$ cat src/rtl/auv_heading_ctrl_if.sv
// Handshake/data bundle between triangulation, heading generator and thruster controller.
// master: upstream/downstream side; slave: the heading generator itself.
interface auv_heading_ctrl_if #(
    parameter int unsigned AXES    = 3,
    parameter int unsigned COORD_W = 8,
    parameter int unsigned HEAD_W  = COORD_W + 1
);
    logic                      in_valid;
    logic                      in_ready;
    logic [AXES*COORD_W-1:0]   pinger_pos;
    logic [AXES*COORD_W-1:0]   auv_pos;
    logic                      out_valid;
    logic                      out_ready;
    logic [AXES*HEAD_W-1:0]    heading;
    logic                      arrived;
    logic                      stale;

    modport master (
        output in_valid, pinger_pos, auv_pos, out_ready,
        input  in_ready, out_valid, heading, arrived, stale
    );

    modport slave (
        input  in_valid, pinger_pos, auv_pos, out_ready,
        output in_ready, out_valid, heading, arrived, stale
    );
endinterface

$ cat src/rtl/auv_heading_ctrl.sv
// Registered AUV heading generator: per-axis (pinger - auv) with deadband, saturation and a
// staleness timer. Define HEADING_IIR_EN to add a first-order smoothing filter on the heading.
module auv_heading_ctrl #(
    parameter int unsigned AXES      = 3,
    parameter int unsigned COORD_W   = 8,
    parameter int unsigned HEAD_W    = COORD_W + 1,
    parameter int          DEADBAND  = 2,
    parameter int unsigned TIMEOUT   = 16,
    parameter int unsigned IIR_SHIFT = 2
) (
    input logic             clk,
    input logic             rst_n,
    auv_heading_ctrl_if.slave bus
);
    localparam int unsigned DW     = COORD_W + 2;
    localparam int unsigned FW     = HEAD_W + 1;
    localparam int          HMAX_I = (1 <<< (HEAD_W - 1)) - 1;
    localparam int unsigned TW     = (TIMEOUT > 0) ? $clog2(TIMEOUT + 1) : 1;

    localparam logic signed [DW-1:0] DB_P   = DW'(DEADBAND);
    localparam logic signed [DW-1:0] DB_N   = -DB_P;
    localparam logic signed [DW-1:0] HMAX_W = DW'(HMAX_I);
    localparam logic signed [DW-1:0] HMIN_W = DW'(-HMAX_I - 1);

    if (AXES < 1 || HEAD_W < 2 || HEAD_W > COORD_W + 1 || IIR_SHIFT >= 32) begin : g_bad_param
        $error("auv_heading_ctrl: illegal parameter combination");
    end

    typedef enum logic [1:0] {StIdle, StCalc, StOut} state_e;

    state_e                   state_q;
    logic [AXES*COORD_W-1:0]  pinger_q;
    logic [AXES*COORD_W-1:0]  auv_q;
    logic [AXES*HEAD_W-1:0]   heading_q;
    logic [AXES*HEAD_W-1:0]   head_next;
    logic [AXES-1:0]          axis_zero;
    logic                     out_valid_q;
    logic                     arrived_q;
    logic [TW-1:0]            timer_q;
    logic                     accept;
`ifdef HEADING_IIR_EN
    logic                     loaded_q;
`endif

    assign accept        = (state_q == StIdle) && bus.in_valid;
    assign bus.in_ready  = (state_q == StIdle);
    assign bus.out_valid = out_valid_q;
    assign bus.heading   = heading_q;
    assign bus.arrived   = arrived_q;
    assign bus.stale     = (TIMEOUT != 0) && (timer_q == TW'(TIMEOUT));

    for (genvar g = 0; g < AXES; g++) begin : g_axis
        logic signed [DW-1:0]     diff;
        logic signed [HEAD_W-1:0] tgt;

        // Both operands zero-extended, so the difference is exact at COORD_W+1 bits.
        assign diff = $signed({2'b00, pinger_q[g*COORD_W +: COORD_W]})
                    - $signed({2'b00, auv_q[g*COORD_W +: COORD_W]});

        always_comb begin
            if (diff <= DB_P && diff >= DB_N) begin
                tgt = '0;
            end else if (diff > HMAX_W) begin
                tgt = HMAX_W[HEAD_W-1:0];
            end else if (diff < HMIN_W) begin
                tgt = HMIN_W[HEAD_W-1:0];
            end else begin
                tgt = diff[HEAD_W-1:0];
            end
        end

        assign axis_zero[g] = (tgt == '0);

`ifdef HEADING_IIR_EN
        localparam logic signed [FW-1:0] FMAX = FW'(HMAX_I);
        localparam logic signed [FW-1:0] FMIN = FW'(-HMAX_I - 1);

        logic signed [FW-1:0]     tw;
        logic signed [FW-1:0]     pw;
        logic signed [FW-1:0]     step;
        logic signed [FW-1:0]     sum;
        logic signed [HEAD_W-1:0] filt;

        assign tw   = {tgt[HEAD_W-1], tgt};
        assign pw   = {heading_q[g*HEAD_W+HEAD_W-1], heading_q[g*HEAD_W +: HEAD_W]};
        assign step = (tw - pw) >>> IIR_SHIFT;
        assign sum  = pw + step;

        always_comb begin
            if (sum > FMAX) begin
                filt = FMAX[HEAD_W-1:0];
            end else if (sum < FMIN) begin
                filt = FMIN[HEAD_W-1:0];
            end else begin
                filt = sum[HEAD_W-1:0];
            end
        end

        // First result after reset has no history to smooth against.
        assign head_next[g*HEAD_W +: HEAD_W] = loaded_q ? filt : tgt;
`else
        assign head_next[g*HEAD_W +: HEAD_W] = tgt;
`endif
    end

    always_ff @(posedge clk or negedge rst_n) begin
        if (!rst_n) begin
            state_q     <= StIdle;
            pinger_q    <= '0;
            auv_q       <= '0;
            heading_q   <= '0;
            arrived_q   <= 1'b0;
            out_valid_q <= 1'b0;
            timer_q     <= '0;
`ifdef HEADING_IIR_EN
            loaded_q    <= 1'b0;
`endif
        end else begin
            // An accept always wins over the timer reaching TIMEOUT.
            if (accept) begin
                timer_q <= '0;
            end else if (timer_q != TW'(TIMEOUT)) begin
                timer_q <= timer_q + 1'b1;
            end

            unique case (state_q)
                StIdle: begin
                    if (bus.in_valid) begin
                        pinger_q <= bus.pinger_pos;
                        auv_q    <= bus.auv_pos;
                        state_q  <= StCalc;
                    end
                end
                StCalc: begin
                    heading_q   <= head_next;
                    arrived_q   <= &axis_zero;
                    out_valid_q <= 1'b1;
                    state_q     <= StOut;
`ifdef HEADING_IIR_EN
                    loaded_q    <= 1'b1;
`endif
                end
                StOut: begin
                    if (bus.out_ready) begin
                        out_valid_q <= 1'b0;
                        state_q     <= StIdle;
                    end
                end
                default: state_q <= StIdle;
            endcase
        end
    end
endmodule

$ cat src/flat_wrapper.sv
// flat-port wrapper written by rule: the top's interface ports become plain ports
module auv_heading_ctrl_flat 
#(
    parameter int unsigned AXES      = 3,
    parameter int unsigned COORD_W   = 8,
    parameter int unsigned HEAD_W    = COORD_W + 1,
    parameter int          DEADBAND  = 2,
    parameter int unsigned TIMEOUT   = 16,
    parameter int unsigned IIR_SHIFT = 2
)
  (clk, rst_n, bus_in_valid, bus_pinger_pos, bus_auv_pos, bus_out_ready, bus_in_ready, bus_out_valid, bus_heading, bus_arrived, bus_stale);
  auv_heading_ctrl_if #(.AXES(AXES), .COORD_W(COORD_W), .HEAD_W(HEAD_W)) bus_i ();
  input logic clk;
  input logic rst_n;
  input wire logic [$bits(bus_i.in_valid)-1:0] bus_in_valid;
  input wire logic [$bits(bus_i.pinger_pos)-1:0] bus_pinger_pos;
  input wire logic [$bits(bus_i.auv_pos)-1:0] bus_auv_pos;
  input wire logic [$bits(bus_i.out_ready)-1:0] bus_out_ready;
  output wire logic [$bits(bus_i.in_ready)-1:0] bus_in_ready;
  output wire logic [$bits(bus_i.out_valid)-1:0] bus_out_valid;
  output wire logic [$bits(bus_i.heading)-1:0] bus_heading;
  output wire logic [$bits(bus_i.arrived)-1:0] bus_arrived;
  output wire logic [$bits(bus_i.stale)-1:0] bus_stale;
  assign bus_i.in_valid = bus_in_valid;
  assign bus_i.pinger_pos = bus_pinger_pos;
  assign bus_i.auv_pos = bus_auv_pos;
  assign bus_i.out_ready = bus_out_ready;
  assign bus_in_ready = bus_i.in_ready;
  assign bus_out_valid = bus_i.out_valid;
  assign bus_heading = bus_i.heading;
  assign bus_arrived = bus_i.arrived;
  assign bus_stale = bus_i.stale;
  auv_heading_ctrl #(.AXES(AXES), .COORD_W(COORD_W), .HEAD_W(HEAD_W), .DEADBAND(DEADBAND), .TIMEOUT(TIMEOUT), .IIR_SHIFT(IIR_SHIFT)) u_core (.clk(clk), .rst_n(rst_n), .bus(bus_i));
endmodule
$ cat config.mk
export PLATFORM = sky130hd
export DESIGN_NAME = auv_heading_ctrl_flat
export DESIGN_NICKNAME = d
export VERILOG_FILES = /design/src/rtl/auv_heading_ctrl_if.sv /design/src/rtl/auv_heading_ctrl.sv /design/src/flat_wrapper.sv
export SDC_FILE = /design/constraint.sdc
export NUM_CORES = 1
export LEC_CHECK = 0
export BUFFER_PORTS_ARGS = -buffer_cell sky130_fd_sc_hd__buf_4
export CORE_MARGIN = 10
export CORE_UTILIZATION = 56
export DETAILED_ROUTE_END_ITERATION = 12
export PLACE_DENSITY = 0.79
export SYNTH_ARGS = -nofsm -noshare
export SYNTH_HDL_FRONTEND = slang
export SYNTH_SLANG_ARGS = --single-unit
$ cat constraint.sdc
create_clock -name clk -period 3.45 [get_ports clk]
set_input_delay 0.1725 -clock clk [delete_from_list [all_inputs] [get_ports clk]]
set_output_delay 0.1725 -clock clk [all_outputs]
set_load 0.01 [all_outputs]
==> results of run 1 <==
## flip-flops by register name, summed over array words and instances (netlist names)
register / cells
u_core.bus.arrived: 1
u_core.bus.out_valid: 1
u_core.auv_q: 24
u_core.timer_q: 5
u_core.state_q: 2
u_core.bus.heading: 27
u_core.pinger_q: 24
## cell families (layout without fill, tap and decap cells)
| group | Yosys count | count (layout) |
|---|---|---|
| adders and majority gates | 29 | 29 |
| muxes | 25 | 25 |
| buffers and inverters | 53 | 137 |
| DFF | 84 | 84 |
| xor gates and xnor gates | 21 | 21 |
| AOI/OAI and AO/OA | 105 | 105 |
| and+or+nand+nor | 125 | 125 |
## metal layers
metal	GRT usage	vias up
met1	0.215	1634
met4	0.0520	0
li1	-	1689
met3	0.0503	11
met5	0	-
met2	0.277	82
## through the flow
stage | setup WS, ns | cell area [um^2] | util | hold slack [ns]
6_report | 0.481 | 5390 | 0.694 | -0.0296
4_1_cts | 0.474 | 5380 | 0.692 | 0.00921
3_5_place_dp | 0.492 | 5170 | 0.666 | 0.382
5_1_grt | 0.263 | 5390 | 0.694 | 0.0102
2_1_floorplan | 0.757 | 4500 | - | -0.123
3_3_place_gp | 0.630 | 5170 | 0.666 | 0.375
## synth_stat cells, drive strengths merged, types with 10 or more instances
library cell  number
a21oi             17
clkbuf            14
dfrtp             84
ha                26
inv               36
mux2              24
nand2             55
nand3             10
nor2              23
o21ai             36
o31ai             17
xnor2             12
## power breakdown
group / internal, W / total (W) / switching (W) / leakage [nW]
Sequential: 0.00146 / 0.00173 / 0.000267 / 1.03
Clock: 0.000375 / 0.000723 / 0.000348 / 0.0959
Combinational: 0.00168 / 0.00381 / 0.00212 / 1.41
Total: 0.00352 / 0.00626 / 0.00274 / 2.53
## worst max path at each step
stage                                              start                             end  slack, ns  cells after the start
after floorplan           u_core.pinger_q[0]$_DFFE_PN0P_  u_core.bus.arrived$_DFFE_PN0P_       0.76                     12
after global placement    u_core.pinger_q[0]$_DFFE_PN0P_  u_core.bus.arrived$_DFFE_PN0P_       0.63                     12
after detailed placement  u_core.pinger_q[0]$_DFFE_PN0P_  u_core.bus.arrived$_DFFE_PN0P_       0.49                     12
after CTS                 u_core.pinger_q[8]$_DFFE_PN0P_  u_core.bus.arrived$_DFFE_PN0P_       0.47                     12
after global routing      u_core.pinger_q[0]$_DFFE_PN0P_  u_core.bus.arrived$_DFFE_PN0P_       0.26                     12
final                     u_core.pinger_q[8]$_DFFE_PN0P_  u_core.bus.arrived$_DFFE_PN0P_       0.48                     12
## placed cells by master (no fill, tap or decap), types with 2 or more instances in the layout
| master | n |
|---|---|
| xor2_1 | 9 |
| clkinvlp_4 | 2 |
| nor2_1 | 23 |
| a21oi_1 | 16 |
| o21a_1 | 5 |
| nor3b_1 | 2 |
| and2_1 | 3 |
| o21bai_1 | 4 |
| or2_2 | 3 |
| nand3_1 | 9 |
| and2_2 | 2 |
| xnor2_1 | 12 |
| dfrtp_1 | 84 |
| nor2b_1 | 5 |
| nor3_1 | 7 |
| a21o_1 | 4 |
| o31ai_1 | 17 |
| mux2_2 | 24 |
| clkbuf_1 | 2 |
| inv_1 | 36 |
| nand3b_1 | 3 |
| o21ai_0 | 34 |
| buf_4 | 83 |
| a211oi_1 | 2 |
| ha_1 | 26 |
| nor4_1 | 2 |
| a22o_1 | 8 |
| nand2_1 | 55 |
| fa_1 | 3 |
| clkbuf_8 | 11 |
## cell type report
class                           instances  share of cell area
Clock buffer                           13              0.0295
Clock inverter                          3             0.00836
Inverter                               36              0.0251
Multi-Input combinational cell        305               0.402
Sequential cell                        84               0.390
Tap cell                              102              0.0237
Timing Repair Buffer                   85               0.121
==> flow_metrics.env, run 1 <==
export IMPL_n_fill_cell=630
export IMPL_synth_adder_area_share=0.0856
export IMPL_core_mm2=0.00777
export IMPL_hold_class="primary input to asynchronous set/reset pin"
export IMPL_reg2reg_from="u_core.pinger_q[8]$_DFFE_PN0P_"
export IMPL_wl_per_cell_um=15.8
export IMPL_hold_ws_ns=-0.0296
export IMPL_synthMuxAreaShare=0.0623
export IMPL_arrival_ns=3.25
export IMPL_synth_top_cell_area_share=0.467
export IMPL_dieArea_mm2=0.0120
export IMPL_maxSlewViolCount=0
export IMPL_drtIter0Drc=180
export IMPL_cts_sinks=84
export IMPL_cts_buffers=9
export IMPL_path_common_cell="inv_1"
export IMPL_initial_utilization=0.580
export IMPL_dp_hpwl_mm=7.49
export IMPL_route_met3_wl_um=644
export IMPL_finalSetupTns_ns=0
export IMPL_cts_tree="done"
export IMPL_drive_above_1_share=0.264
export IMPL_cp_slowest_cell="nor4b_1"
export IMPL_synth_distinct_cells=57
export IMPL_layout_min_cycle_time_ns=2.97
export IMPL_synth_edf_count=0
export IMPL_min_period_over_period=0.860
export IMPL_hold_viol=24
export IMPL_synth_xor_area_frac=0.0409
export IMPL_grt_usage=0.170
export IMPL_p_total_w=0.00626
export IMPL_grt_first_pass_wirelength_mm=16.5
export IMPL_p_leak_nw=2.53
export IMPL_routed_wirelength_mm=9.89
export IMPL_fin_cells=628
export IMPL_powerDensity_mw_per_mm2=1160
export IMPL_grt_overflow=0
export IMPL_path_max_fanout=8
export IMPL_row_count=32
export IMPL_die_h_um=110
export IMPL_synthFlopType="dfrtp_1"
export IMPL_synth_warnings=0
export IMPL_cp_end_kind="register"
export IMPL_top_layer="met4"
export IMPL_slew_headroom=0.310
export IMPL_cp_start_kind="register"
export IMPL_syn_inst=442
export IMPL_dp_cells=611
export IMPL_syn2layout_area_growth_pct=19.7
export IMPL_syn_nets=523
export IMPL_antenna_found_initial=0
export IMPL_cts_hold_buffers=0
export IMPL_worst_ep_required_time_ns=3.73
export IMPL_cts_root_buf="clkbuf_8"
export IMPL_max_vdd_ir_drop_uv=595
export IMPL_crit_family="compound AO/OA/AOI/OAI gates"
export IMPL_synth_top_family_by_area="compound AO/OA/AOI/OAI gates"
export IMPL_drt_pass1_iter_count=4
export IMPL_antenna_left=0
export IMPL_synth_seq_cells=84
export IMPL_clockBufferDepth=2
export IMPL_seq_area_frac_synth=0.467
export IMPL_antenna_cells=0
export IMPL_htree_levels=3
export IMPL_tightest_slew_ns=1.04
export IMPL_vias_per_cell=5.44
export IMPL_path_cells="inv_1, ha_1, inv_1, fa_1, a211oi_1, o21bai_1, a21oi_1, xor2_1, nor4b_1, a31o_2, o2111ai_2, o21ai_2"
export IMPL_dr_total_vias=3416
export IMPL_die_w_um=110
export IMPL_failed_checks="negative hold slack"
export IMPL_timing_rr_end="u_core.bus.arrived$_DFFE_PN0P_"
export IMPL_fmax_mhz=337
export IMPL_critPathBufInv=2
export IMPL_outcome="complete, but fails checks"
export IMPL_wl_met1_mm=4.31
export IMPL_synth_cell_area_mm2=0.00450
export IMPL_first_global_vias=3549
export IMPL_synth_area_leaders="dfrtp_1 47%, ha_1 7.2%, mux2_2 6.0%"
export IMPL_ios=83
export IMPL_clkTransAtPathRegs_ns=0.08
export IMPL_cpPeakStageDelay_ns=0.43
export IMPL_r2r_slack_ns=0.48
export IMPL_finalSetupViolations=0
export IMPL_final_nets=602
export IMPL_wl_met2_mm=4.82
export IMPL_regArea_mm2=0.00210
export IMPL_synthSimpleGateAreaFrac=0.133
export IMPL_place_gp_congestion=0.781
export IMPL_multiInputGateArea_mm2=0.00217
export IMPL_rr_worst_depth=12
export IMPL_path_class="register to register"
export IMPL_clock_skew_ns=0.0129
export IMPL_synth_compound_area_share=0.160
export IMPL_cts_setup_buffers=0
export IMPL_avgSynthCellArea_um2=10.2
export IMPL_insertion_delay_ns=0.36
export IMPL_remaining_drc_errors=0
export IMPL_rsz0062_at_grt="false"
export IMPL_grt_max_degree=85
export IMPL_drv_cap=0
export IMPL_portBuffers=82
export IMPL_async_flop_share=1.00
export IMPL_synth_top_cell_by_area="dfrtp_1"
export IMPL_ctsResizeCount=0
No activity file was read; power rests on OpenSTA's default activity.
==> run 2, diff against run 1 <==
Settings changed: PLACE_DENSITY 0.79 to unset, PLACE_DENSITY_LB_ADDON set to 0.12.
==> run 2 against run 1 <==
The flow still finishes with violations (negative hold slack); power shrank 1.1%; setup slack lost 0.019 ns; first-iteration DRC count shrank 12%; critical path depth is the same; count of clock-buffer cells in the layout is the same; clock skew shrank 0.0082 ns; cell count shrank 0.16%; maximum frequency shrank 0.63%; flip-flop and latch count is the same; combinational power is essentially flat; clock power shrank 13%; critical endpoint unchanged; largest power group unchanged; highest routed layer unchanged.
==> flow_metrics.env, run 2 (same netlist as run 1, synthesis figures left out) <==
export IMPL_outcome="complete, but fails checks"
export IMPL_failed_checks="negative hold slack"
export IMPL_die_h_um=110
export IMPL_cp_start_kind="register"
export IMPL_cts_setup_buffers=0
export IMPL_slew_headroom=0.307
export IMPL_final_nets=602
export IMPL_row_count=32
export IMPL_tightest_slew_ns=1.04
export IMPL_path_class="register to register"
export IMPL_ctsResizeCount=0
export IMPL_dp_hpwl_mm=7.53
export IMPL_setup_slack_ns=0.462
export IMPL_dieArea_mm2=0.0120
export IMPL_first_global_vias=3436
export IMPL_powerDensity_mw_per_mm2=1160
export IMPL_antenna_found_initial=0
export IMPL_routed_wirelength_mm=9.80
export IMPL_cts_hold_buffers=0
export IMPL_place_gp_congestion=0.812
export IMPL_dr_total_vias=3391
export IMPL_drtIter0Drc=158
export IMPL_core_mm2=0.00777
export IMPL_insertion_delay_ns=0.36
export IMPL_arrival_ns=3.27
export IMPL_layout_min_cycle_time_ns=2.99
export IMPL_hold_viol=10
export IMPL_hold_ws_ns=-0.0193
export IMPL_initial_utilization=0.580
export IMPL_drive_above_1_share=0.265
export IMPL_maxSlewViolCount=0
export IMPL_ios=83
export IMPL_clock_skew_ns=0.00468
export IMPL_portBuffers=82
export IMPL_max_vdd_ir_drop_uv=600
export IMPL_antenna_left=0
export IMPL_largest_reg_flops=27
export IMPL_fmax_mhz=335
export IMPL_cts_buffers=9
export IMPL_cts_root_buf="clkbuf_8"
export IMPL_remaining_drc_errors=0
export IMPL_vias_per_cell=5.41
export IMPL_rsz0062_at_grt="false"
export IMPL_clockBufferDepth=2
export IMPL_cts_tree="done"
export IMPL_grt_overflow=0
export IMPL_drt_pass1_iter_count=4
export IMPL_syn2layout_area_growth_pct=18.9
export IMPL_final_cell_mix="84 x buf_4, 84 x dfrtp_1, 55 x nand2_1"
export IMPL_cp_end_kind="register"
export IMPL_hold_class="primary input to asynchronous set/reset pin"
export IMPL_clkTransAtPathRegs_ns=0.08
export IMPL_min_period_over_period=0.866
export IMPL_n_fill_cell=633
export IMPL_cts_sinks=84
export IMPL_die_w_um=110
export IMPL_grt_usage=0.168
export IMPL_antenna_cells=0
export IMPL_grt_max_degree=85
export IMPL_grt_first_pass_wirelength_mm=16.1
export IMPL_dp_slack_ns=0.520
export IMPL_drv_cap=0
export IMPL_finalSetupTns_ns=0
export IMPL_wl_per_cell_um=15.6
export IMPL_p_leak_nw=2.52
export IMPL_finalSetupViolations=0
export IMPL_worst_ep_required_time_ns=3.74
export IMPL_htree_levels=3
export IMPL_path_max_fanout=8
-- run 2: cell types whose count changed in the layout (fill, tap and decap cells not counted) --
| cell | delta |
|---|---|
| buf_4 | +1 |
| clkinv_2 | +2 |
| dlygate4sd3_1 | -1 |
| clkinvlp_4 | -2 |
| bufinv_16 | -1 |
-- run 2: layer usage --
layer,GRT usage,share of wire,vias up
li1,-,-,1694
met1,0.217,0.45,1599
met2,0.266,0.47,80
met3,0.0456,0.059,18
met4,0.0595,0.017,0
met5,0,0,-
-- run 2: final timing paths --
check | startpoint | to | slack [ns] | cells after the start
max | u_core.pinger_q[8]$_DFFE_PN0P_ | u_core.bus.arrived$_DFFE_PN0P_ | 0.46 | 12
min | rst_n | u_core.bus.heading[26]$_DFFE_PN0P_ | -0.02 | 1
max reg2reg | u_core.pinger_q[8]$_DFFE_PN0P_ | u_core.bus.arrived$_DFFE_PN0P_ | 0.46 | 12
min reg2reg | u_core.bus.heading[4]$_DFFE_PN0P_ | u_core.bus.heading[4]$_DFFE_PN0P_ | 0.48 | 2
max in group asynchronous | rst_n | u_core.auv_q[6]$_DFFE_PN0P_ | 2.79 | 1
min in group clk | bus_auv_pos[21] | u_core.auv_q[21]$_DFFE_PN0P_ | 0.01 | 3
-- run 2: layout make-up --
class / count / area, um^2 / area share
inverter: 36 / 135 / 0.0253
tap: 102 / 128 / 0.0238
clock inverter: 2 / 10.0 / 0.00187
timing repair buffer: 85 / 651 / 0.122
clock buffer: 13 / 159 / 0.0297
multi-input combinational: 305 / 2170 / 0.405
sequential: 84 / 2100 / 0.393
-- run 2: where the power goes --
group	switching (W)	leakage (nW)	internal [W]
Combinational	0.00215	1.41	0.00169
Sequential	0.000259	1.03	0.00146
Clock	0.000334	0.0893	0.000295
Total	0.00274	2.52	0.00345
-- run 2: through the flow --
stage | instance area, um^2 | hold slack (ns) | std cells | utilization | total power (W)
floorplan | 4500 | -0.123 | 442 | - | 0.00458
global placement | 5180 | 0.377 | 612 | 0.667 | 0.00542
detailed placement | 5180 | 0.380 | 612 | 0.667 | 0.00556
CTS | 5350 | 0.00352 | 627 | 0.689 | 0.00621
global route | 5350 | 0.0159 | 627 | 0.689 | 0.00675
finish | 5350 | -0.0193 | 627 | 0.689 | 0.00619
-- run 2: critical path, stage by stage (launching register included) --
cell and delay, ns:
dfrtp_1 0.37, inv_1 0.07, ha_1 0.17, inv_1 0.06, fa_1 0.39, a211oi_1 0.27, o21bai_1 0.11, a21oi_1 0.22
xor2_1 0.15, nor4b_1 0.48, a31o_2 0.31, o2111ai_2 0.18, o21ai_2 0.13
